===== config.mk =====
export PLATFORM = sky130hd
export DESIGN_NAME = gpu_result_port
export DESIGN_NICKNAME = d
export VERILOG_FILES = /design/src/rtl/constants_pkg.sv /design/src/rtl/gpu_result_fifo.sv /design/src/rtl/gpu_result_port.sv
export SDC_FILE = /design/constraint.sdc
export NUM_CORES = 1
export LEC_CHECK = 0
export CAP_MARGIN = 20
export CORE_AREA = 2 2 142 144
export DETAILED_ROUTE_END_ITERATION = 7
export DIE_AREA = 0 0 144 146
export GPL_ROUTABILITY_DRIVEN = 0
export PLACE_DENSITY = 0.57
export SYNTH_ARGS = -nofsm -noshare
export SYNTH_HDL_FRONTEND = slang
export SYNTH_HIERARCHICAL = 1
export SYNTH_SLANG_ARGS = --single-unit
export TNS_END_PERCENT = 100

===== constraint.sdc =====
create_clock -name clk -period 4.1 [get_ports clk]
set_input_delay 0.82 -clock clk [delete_from_list [all_inputs] [get_ports clk]]
set_output_delay 0.82 -clock clk [all_outputs]
set_load 0.02 [all_outputs]

===== src/rtl/constants_pkg.sv =====
// Shared GPU constants: result word width and its type, used by the core,
// the result port and the result interface.
package constants_pkg;
  localparam int ACC_WIDTH = 32;
  typedef logic [ACC_WIDTH-1:0] acc_t;
endpackage


===== src/rtl/gpu_result_fifo.sv =====
// Small synchronous FIFO with an occupancy counter and a registered head word,
// so the output is never X and holds the last value once drained.
module gpu_result_fifo #(
  parameter int WIDTH = constants_pkg::ACC_WIDTH,
  parameter int DEPTH = 4,
  parameter int AW    = $clog2(DEPTH),
  parameter int CW    = $clog2(DEPTH) + 1
) (
  input  logic             clk,
  input  logic             rst_n,
  input  logic             push,
  input  logic             pop,
  input  logic [WIDTH-1:0] wr_data,
  output logic [WIDTH-1:0] rd_data,
  output logic [CW-1:0]    count,
  output logic             full,
  output logic             empty
);
  localparam logic [CW-1:0] CNT_ONE  = CW'(1);
  localparam logic [CW-1:0] CNT_FULL = CW'(DEPTH);

  logic [WIDTH-1:0] mem [DEPTH];
  logic [AW-1:0]    wr_ptr_reg, rd_ptr_reg, rd_ptr_inc;
  logic [CW-1:0]    count_reg, count_next;
  logic [WIDTH-1:0] head_reg, head_next;
  logic             do_push, do_pop;

  assign full       = (count_reg == CNT_FULL);
  assign empty      = (count_reg == '0);
  assign do_push    = push && !full;
  assign do_pop     = pop && !empty;
  assign rd_ptr_inc = rd_ptr_reg + 1'b1;
  assign count      = count_reg;
  assign rd_data    = head_reg;

  always_ff @(posedge clk) begin
    if (do_push) mem[wr_ptr_reg] <= wr_data;
  end

  always_comb begin
    count_next = count_reg;
    case ({do_push, do_pop})
      2'b10:   count_next = count_reg + CNT_ONE;
      2'b01:   count_next = count_reg - CNT_ONE;
      default: count_next = count_reg;
    endcase
  end

  // Head register tracks mem[rd_ptr]; when the successor is being written this
  // very cycle it is taken straight from wr_data to keep one-cycle latency.
  always_comb begin
    head_next = head_reg;
    if (do_pop) begin
      if (count_reg > CNT_ONE) head_next = mem[rd_ptr_inc];
      else if (do_push)        head_next = wr_data;
    end else if (do_push && empty) begin
      head_next = wr_data;
    end
  end

  always_ff @(posedge clk or negedge rst_n) begin
    if (!rst_n) begin
      wr_ptr_reg <= '0;
      rd_ptr_reg <= '0;
      count_reg  <= '0;
      head_reg   <= '0;
    end else begin
      if (do_push) wr_ptr_reg <= wr_ptr_reg + 1'b1;
      if (do_pop)  rd_ptr_reg <= rd_ptr_inc;
      count_reg <= count_next;
      head_reg  <= head_next;
    end
  end
endmodule


===== src/rtl/gpu_result_port.sv =====
// Result egress stage: buffers core results in a FIFO, presents them on a
// valid/ready port and counts completed output handshakes.
module gpu_result_port #(
  parameter int ACC_WIDTH = constants_pkg::ACC_WIDTH,
  parameter int DEPTH     = 4,
  parameter int CNT_WIDTH = 16
) (
  input  logic                   clk,
  input  logic                   rst_n,
  input  logic                   acc_vld,
  output logic                   acc_rdy,
  input  logic [ACC_WIDTH-1:0]   acc_data,
  output logic                   result_vld,
  input  logic                   result_rdy,
  output logic [ACC_WIDTH-1:0]   result_data,
  output logic [$clog2(DEPTH):0] count,
  output logic [CNT_WIDTH-1:0]   results_sent
);
  logic full, empty, push, pop;
  logic [CNT_WIDTH-1:0] sent_reg;

  // Both ready and valid come from registered occupancy only.
  assign acc_rdy      = !full;
  assign result_vld   = !empty;
  assign push         = acc_vld && acc_rdy;
  assign pop          = result_vld && result_rdy;
  assign results_sent = sent_reg;

  gpu_result_fifo #(
    .WIDTH (ACC_WIDTH),
    .DEPTH (DEPTH)
  ) u_fifo (
    .clk     (clk),
    .rst_n   (rst_n),
    .push    (push),
    .pop     (pop),
    .wr_data (acc_data),
    .rd_data (result_data),
    .count   (count),
    .full    (full),
    .empty   (empty)
  );

  always_ff @(posedge clk or negedge rst_n) begin
    if (!rst_n)   sent_reg <= '0;
    else if (pop) sent_reg <= sent_reg + 1'b1;
  end
endmodule


==> results of run 1 <==
## layer usage
metal  wire (um)  track usage (%)  vias to the layer above
met5           0                0                        -
met4         179             4.80                        0
met3         594             3.62                       15
met2        6870             22.4                       80
met1        6660             20.2                     1912
li1            -                -                     1693
## logic make-up (layout without fill, tap and decap cells)
kind of cell	count (synthesis)	after routing	share of synthesized area [%]
flops	183	183	68.0
other cells	0	1	0
compound gates	7	7	0.750
simple gates	38	38	2.98
fa+ha+maj	11	11	1.79
buf+inv	27	144	2.20
xor+xnor	20	20	2.28
mux	98	98	22.0
## through the flow
step                      power [uW]  util, %  instance area (um^2)
after CTS                       7430     49.2                  9520
after global placement          5710     46.1                  8920
after global routing            7700     49.2                  9520
after floorplan                 4820        -                  7680
final                           7300     49.2                  9520
after detailed placement        5770     46.1                  8920
## critical path, cell delays in order, from the launching register on
cell and delay [ns]:
sky130_fd_sc_hd__dfrtp_1 0.45, sky130_fd_sc_hd__inv_1 0.09, sky130_fd_sc_hd__ha_1 0.24, sky130_fd_sc_hd__and2_1 0.18, sky130_fd_sc_hd__nor2b_1 0.15, sky130_fd_sc_hd__nor2b_1 0.46
sky130_fd_sc_hd__inv_1 0.13, sky130_fd_sc_hd__ha_1 0.27, sky130_fd_sc_hd__a32oi_4 0.19, sky130_fd_sc_hd__buf_4 0.47, sky130_fd_sc_hd__mux2_2 0.39
## how the worst max path moves through the flow
stage / from / endpoint / cells past startpoint / slack [ns]
detailed placement: acc_vld / u_fifo/rd_data[6]$_DFFE_PN0P_ / 8 / 0.56
global placement: acc_vld / u_fifo/rd_data[6]$_DFFE_PN0P_ / 8 / 0.69
global route: u_fifo/count[0]$_DFFE_PN0P_ / u_fifo/rd_data[6]$_DFFE_PN0P_ / 10 / 0.68
CTS: u_fifo/count[0]$_DFFE_PN0P_ / u_fifo/rd_data[6]$_DFFE_PN0P_ / 10 / 0.90
finish: u_fifo/count[0]$_DFFE_PN0P_ / u_fifo/rd_data[6]$_DFFE_PN0P_ / 10 / 0.96
floorplan: u_fifo/count[0]$_DFFE_PN0P_ / u_fifo/rd_data[8]$_DFFE_PN0P_ / 11 / 1.32
## placed cells by master, fill, tap and decap left out, types with 2 or more instances in the layout
master,instances
sky130_fd_sc_hd__nand4_1,4
sky130_fd_sc_hd__nor2b_1,3
sky130_fd_sc_hd__nand2_1,10
sky130_fd_sc_hd__inv_1,11
sky130_fd_sc_hd__mux4_2,29
sky130_fd_sc_hd__clkinv_2,5
sky130_fd_sc_hd__ha_1,11
sky130_fd_sc_hd__and2_1,3
sky130_fd_sc_hd__bufinv_16,3
sky130_fd_sc_hd__edfxtp_1,128
sky130_fd_sc_hd__mux4_1,3
sky130_fd_sc_hd__nand3_1,4
sky130_fd_sc_hd__clkinv_4,2
sky130_fd_sc_hd__and2_2,4
sky130_fd_sc_hd__and3_1,2
sky130_fd_sc_hd__buf_12,3
sky130_fd_sc_hd__mux2_4,58
sky130_fd_sc_hd__buf_4,10
sky130_fd_sc_hd__and4_4,3
sky130_fd_sc_hd__clkdlybuf4s50_1,87
sky130_fd_sc_hd__nand2b_1,2
sky130_fd_sc_hd__mux2_2,7
sky130_fd_sc_hd__dfrtp_2,2
sky130_fd_sc_hd__clkbuf_16,17
sky130_fd_sc_hd__dfrtp_1,53
sky130_fd_sc_hd__o21ai_0,2
sky130_fd_sc_hd__xnor2_1,18
sky130_fd_sc_hd__xor2_1,2
## where the power goes
group | switching, uW | internal [uW] | total [uW]
logic | 1230 | 1620 | 2850
clock network | 670 | 971 | 1640
registers | 324 | 2480 | 2810
## cell type report
class,instances,area (um^2)
tap,265,332
clock inverter,13,153
multi-input combinational,174,2310
inverter,11,41.3
clock buffer,19,443
antenna,1,2.50
fill,1609,9820
sequential,183,5220
timing repair buffer,101,1010
==> results.md, run 1 <==
| Result | This run | Unit |
|:---|:---|:---|
| Min-Delay Startpoint | results_sent[15]$_DFFE_PN0P_ | - |
| Net total in the final layout | 535 | - |
| Max Transition Viols Final | 0 | - |
| Remaining Overflow, GRT | 0 | - |
| Ranking of synthesized cells by instance count | 128 x sky130_fd_sc_hd__edfxtp_1, 58 x sky130_fd_sc_hd__mux2_4, 55 x sky130_fd_sc_hd__dfrtp_1, 29 x sky130_fd_sc_hd__mux4_2, 18 x sky130_fd_sc_hd__xnor2_1 | - |
| Site row count | 51 | - |
| Maximum clock skew at final layout | 0.00728 | ns |
| Number of synthesized flops with an enable pin | 128 | - |
| Worst slew slack as a fraction of its limit | 40.0 | % |
| Setup repair after global routing missed its margin | no | - |
| Post-route DRC violation count | 0 | - |
| Die outline area | 0.0210 | mm^2 |
| Non-filler cells, final | 767 | - |
| Wirelength per Cell | 18.7 | um |
| Via count | 3700 | - |
| Clock period minus final worst setup slack | 3.14 | ns |
| Critical Setup Path Class | flip-flop to flip-flop | - |
| RR Startpoint | u_fifo/count[0]$_DFFE_PN0P_ | - |
| Root buf cell | sky130_fd_sc_hd__clkbuf_16 | - |
| Final WS setup | 0.956 | ns |
| # setup viols final | 0 | - |
| Area grow syn2layout | 23.9 | % |
| Cell area after synthesis | 0.00768 | mm^2 |
| Mapped Nets | 431 | - |
| Max FFs per register | 128 | - |
| Vias per cell | 4.82 | - |
| Count of port buffers added during placement | 88 | - |
| Area share of the largest cell type after synthesis | 50.0 | % |
| Residual antenna-violating net count after detailed routing | 0 | - |
| Maximum number of pins on one net before global-route repair | 37 | - |
| Number of instances in the placed design | 734 | - |
| Number of antenna violations at the first check in global routing | 1 | - |
| Most common cell in the synthesized netlist | sky130_fd_sc_hd__edfxtp_1 | - |
| Class of the tightest hold or removal check | flip-flop to flip-flop | - |
| Result of the run | completed | - |
| Worst Max-Slew Pin Slew | 0.900 | ns |
| # IOs | 89 | - |
| Post-Place Setup Slack | 0.556 | ns |
| Synth top area cells | sky130_fd_sc_hd__edfxtp_1 50%, sky130_fd_sc_hd__dfrtp_1 18%, sky130_fd_sc_hd__mux2_4 11% | - |
| Starting density of the core | 39.7 | % |
| DIE HEIGHT | 146 | um |
| R2R Path End | u_fifo/rd_data[6]$_DFFE_PN0P_ | - |
| Cts hold-fix bufs | 0 | - |
| Top fanout value on the critical path | 24 | - |
| Die Wd | 144 | um |
| Postcts setup bufs | 0 | - |
| Leakage power figure | 0.00354 | uW |
| Area leader, netlist | sky130_fd_sc_hd__edfxtp_1 | - |
| Endpoint, Worst Hold | results_sent[15]$_DFFE_PN0P_ | - |
| Vias in the first global route | 3961 | - |
| TNS Setup | 0 | ns |
| Total routing usage reported by global routing | 14.5 | % |
| Maximum root-to-sink buffer count | 2 | - |
| Wire length of the first global-routing pass | 22700 | um |
| Placed wire-length estimate | 8960 | um |
| Number of cells on the worst reg-to-reg path | 10 | - |
| Req. time, crit path | 4.41 | ns |
| Peak Freq | 318 | MHz |
| Cts bufs inserted | 17 | - |
| Top reg by flops | u_fifo/mem | - |
| Fraction of the cycle the final worst path needs | 76.7 | % |
| Count of endpoints failing hold in the final timing report | 0 | - |
| # clock sinks | 183 | - |
| Post-CTS clock slew at the launch and capture registers of the worst setup and hold paths | 0.06 | ns |
| Endpoint kind of the worst setup timing path | flip-flop | - |
| Depth of the worst hold-timing path | 1 | - |
| Synth unique cells | 34 | - |
| PwrDens | 767 | mW/mm^2 |
| Avg Synthesized Cell Area | 20.0 | um^2 |
| FF+latch count, synth | 183 | - |
| Deepest level of the CTS H-tree | 4 | - |
| Reg-to-reg slack, setup | 0.96 | ns |
| Proportion of synthesized flip-flops having asynchronous set or reset | 30.1 | % |
| Max Cap Viol | 0 | - |
| Gate Count Post-Synth | 384 | - |
| Share of the yosys chip area belonging to registers | 68.0 | % |
| Wire length reported by the detailed router | 14300 | um |
| Detailed-routing iteration count for the pre-antenna-repair pass | 4 | - |
| Fraction of final layout cells sized beyond drive strength 1 | 29.9 | % |
| CTS tree | done | - |
| Placeable core region | 0.0193 | mm^2 |
| Number of design-rule violations left by the first detailed-router iteration | 179 | - |
| Post_cts resized | 0 | - |
| Worst Hold Slack | 0.472 | ns |
| Category of the worst setup path launch point | flip-flop | - |
| Number of warnings printed during yosys synthesis | 6 | - |
| Main synth FF type | sky130_fd_sc_hd__edfxtp_1 | - |
| Worst-case vdd ir drop | 0.337 | mV |
| Arrival @ worst endpoint | 3.45 | ns |
| Clock insertion delay at the later pin of the skew report | 0.42 | ns |
No activity file was read; power rests on OpenSTA's default activity.
==> inputs of run 2 (changes only) <==
==> constraint.sdc (replaced) <==
create_clock -name clk -period 3.2 [get_ports clk]
set_input_delay 0.64 -clock clk [delete_from_list [all_inputs] [get_ports clk]]
set_output_delay 0.64 -clock clk [all_outputs]
set_load 0.02 [all_outputs]
==> run 2 against run 1 <==
Die area did not move. Combinational power rose by 31%. Core utilization rose by 0.45 points. Clock power rose by 33%. Register-to-register slack got worse by 0.56 ns. Sequential cell count did not move. Cell area rose by 0.92%. Global-route usage rose by 0.14 points. Via count fell by 0.30%. Clock-buffer cell count did not move. Sequential power rose by 30%.
==> results.md, run 2 (synthesis results as in run 1) <==
| Result | This run | Unit | Change |
|:---|:---|:---|:---|
| Result of the run | completed | - |  |
| Most frequent standard cell in the layout excluding fill and tap cells | sky130_fd_sc_hd__edfxtp_1 | - |  |
| Count of endpoints failing hold in the final timing report | 0 | - | unchanged |
| Max FFs per register | 128 | - | unchanged |
| Switching power | 2910 | uW | +31% |
| Category of the worst setup path launch point | flip-flop | - |  |
| DIE HEIGHT | 146 | um | unchanged |
| Maximum clock skew at final layout | 0.0108 | ns | +0.00352 ns |
| Root buf cell | sky130_fd_sc_hd__clkbuf_16 | - |  |
| Area grow syn2layout | 25.1 | % |  |
| Peak Freq | 357 | MHz | +12% |
| Fraction of the cycle the final worst path needs | 87.6 | % | +11 points |
| Peak per-stage delay on the critical path | 0.46 | ns | about the same |
| Wirelength per Cell | 18.9 | um | +1.4% |
| Maximum root-to-sink buffer count | 2 | - | unchanged |
| Kind of cell adding the most delay to the critical path | simple AND/OR/NAND/NOR gates | - |  |
| Maximum number of pins on one net before global-route repair | 35 | - | -5.4% |
| Residual antenna-violating net count after detailed routing | 0 | - | unchanged |
| CTS tree | done | - |  |
| Placeable core region | 0.0193 | mm^2 | unchanged |
| Cts bufs inserted | 17 | - | unchanged |
| Part of the total power dissipated in combinational logic | 39.0 | % | about the same |
| Via count | 3689 | - | -0.30% |
| Placed wire-length estimate | 9000 | um | +0.36% |
| Count of antenna diodes in the layout | 0 | - | -1 |
| Cts hold-fix bufs | 0 | - | unchanged |
| PwrDens | 992 | mW/mm^2 | +29% |
| Remaining Overflow, GRT | 0 | - | unchanged |
| Post-route DRC violation count | 0 | - | unchanged |
| Die outline area | 0.0210 | mm^2 | unchanged |
| # setup viols final | 0 | - | unchanged |
| Worst-case vdd ir drop | 0.484 | mV | +43% |
| Wire length of the first global-routing pass | 22600 | um | -0.55% |
| Overall power consumption | 9530 | uW | +31% |
| Max Cap Viol | 0 | - | unchanged |
| CP max stage cell | sky130_fd_sc_hd__dfrtp_1 | - |  |
| Vias in the first global route | 3835 | - | -3.2% |
| Deepest level of the CTS H-tree | 4 | - | unchanged |
| Most frequent cells in the layout | 128 x sky130_fd_sc_hd__edfxtp_1, 87 x sky130_fd_sc_hd__clkdlybuf4s50_1, 58 x sky130_fd_sc_hd__mux2_4 | - |  |
| Req. time, crit path | 3.51 | ns | -0.90 ns |
| Number of antenna violations at the first check in global routing | 0 | - | -1 |
| Count of port buffers added during placement | 88 | - | unchanged |
| Number of design-rule violations left by the first detailed-router iteration | 249 | - | +39% |
| Worst Max-Slew Pin Slew | 0.925 | ns | +0.0255 ns |
| # clock sinks | 183 | - | unchanged |
| Post_cts resized | 0 | - | unchanged |
| Post-CTS clock slew at the launch and capture registers of the worst setup and hold paths | 0.07 | ns | about the same |
| Max Transition Viols Final | 0 | - | unchanged |
| # IOs | 89 | - | unchanged |
| Switching part of the total | 30.5 | % | +0.070 points |
| Worst slew slack as a fraction of its limit | 38.3 | % | -1.7 points |
| Reg power frac | 38.2 | % | -0.3 points |
| Critical path buffers and inverters | 3 | - | unchanged |
| Arrival @ worst endpoint | 3.11 | ns | -0.34 ns |
| Wire length reported by the detailed router | 14500 | um | +1.3% |
| Site row count | 51 | - | unchanged |
| Clock network power share | 22.8 | % | +0.3 points |
| Critical Setup Path Class | flip-flop to flip-flop | - |  |
| Leakage power figure | 0.00357 | uW | +0.80% |
| Detailed-routing iteration count for the pre-antenna-repair pass | 5 | - | +1 |
| Endpoint kind of the worst setup timing path | flip-flop | - |  |
| Worst Hold Slack | 0.308 | ns | -0.164 ns |
| Vias per cell | 4.82 | - | -0.17% |
| Critical path cell sequence | inv_1 -> ha_1 -> and2_1 -> nor2b_1 -> nor2b_1 -> inv_1 -> ha_1 -> a32oi_4 -> buf_4 -> mux2_2 | - |  |
| Postcts setup bufs | 0 | - | unchanged |
| Net total in the final layout | 535 | - | unchanged |
| Top fanout value on the critical path | 13 | - | -46% |
| Internal cell power | 6620 | uW | +30% |
| Top reg by flops | u_fifo/mem | - |  |
| Class of the tightest hold or removal check | input pin to async pin | - |  |
| Clock period minus final worst setup slack | 2.80 | ns | -0.340 ns |
| Setup repair after global routing missed its margin | no | - |  |
| Die Wd | 144 | um | unchanged |
| Fraction of final layout cells sized beyond drive strength 1 | 30.1 | % | +0.20 points |
| Total routing usage reported by global routing | 14.7 | % | +0.14 points |
| TNS Setup | 0 | ns | unchanged |
| Starting density of the core | 39.7 | % | unchanged |
| Clock insertion delay at the later pin of the skew report | 0.43 | ns | about the same |
## run 2: area by class of cell
class | count | area, um^2
inverters | 11 | 41.3
repair buffers | 101 | 1070
flip-flops and latches | 183 | 5220
multi-input cells | 174 | 2310
clock buffers | 19 | 454
clock inverters | 13 | 169
well taps | 265 | 332
fillers | 1618 | 9730
## run 2: path summary, 6_finish.rpt
path,startpoint,end,slack (ns),cells after the start
worst max register to register,u_fifo/count[0]$_DFFE_PN0P_,u_fifo/rd_data[7]$_DFFE_PN0P_,0.40,10
worst max-delay path,u_fifo/count[0]$_DFFE_PN0P_,u_fifo/rd_data[7]$_DFFE_PN0P_,0.40,10
max in group asynchronous,rst_n,results_sent[13]$_DFFE_PN0P_,2.17,2
min in group clk,results_sent[15]$_DFFE_PN0P_,results_sent[15]$_DFFE_PN0P_,0.47,1
worst min register to register,results_sent[15]$_DFFE_PN0P_,results_sent[15]$_DFFE_PN0P_,0.47,1
worst min-delay path,rst_n,results_sent[8]$_DFFE_PN0P_,0.31,1
## run 2: power groups by stage
stage | registers, uW | clock network (uW) | logic (uW)
after detailed placement | 3700 | 0 | 3780
after CTS | 3660 | 2240 | 3790
after global routing | 3720 | 2340 | 3970
after global placement | 3690 | 0 | 3740
final | 3640 | 2180 | 3720
after floorplan | 3780 | 0 | 2390
## run 2: per-layer routing
layer  GRT usage, %  wire [um]
met4           4.41        169
met3           4.08        570
met1           20.3       6850
met2           22.7       6900
met5              0          0
## run 2: through the flow
stage / worst slack, ns / cells / utilization (%) / area, um^2
floorplan: 0.424 / 384 / - / 7680
global placement: 0.288 / 734 / 46.5 / 8980
detailed placement: 0.179 / 734 / 46.5 / 8980
CTS: 0.292 / 766 / 49.7 / 9610
global route: 0.177 / 766 / 49.7 / 9610
finish: 0.397 / 766 / 49.7 / 9610
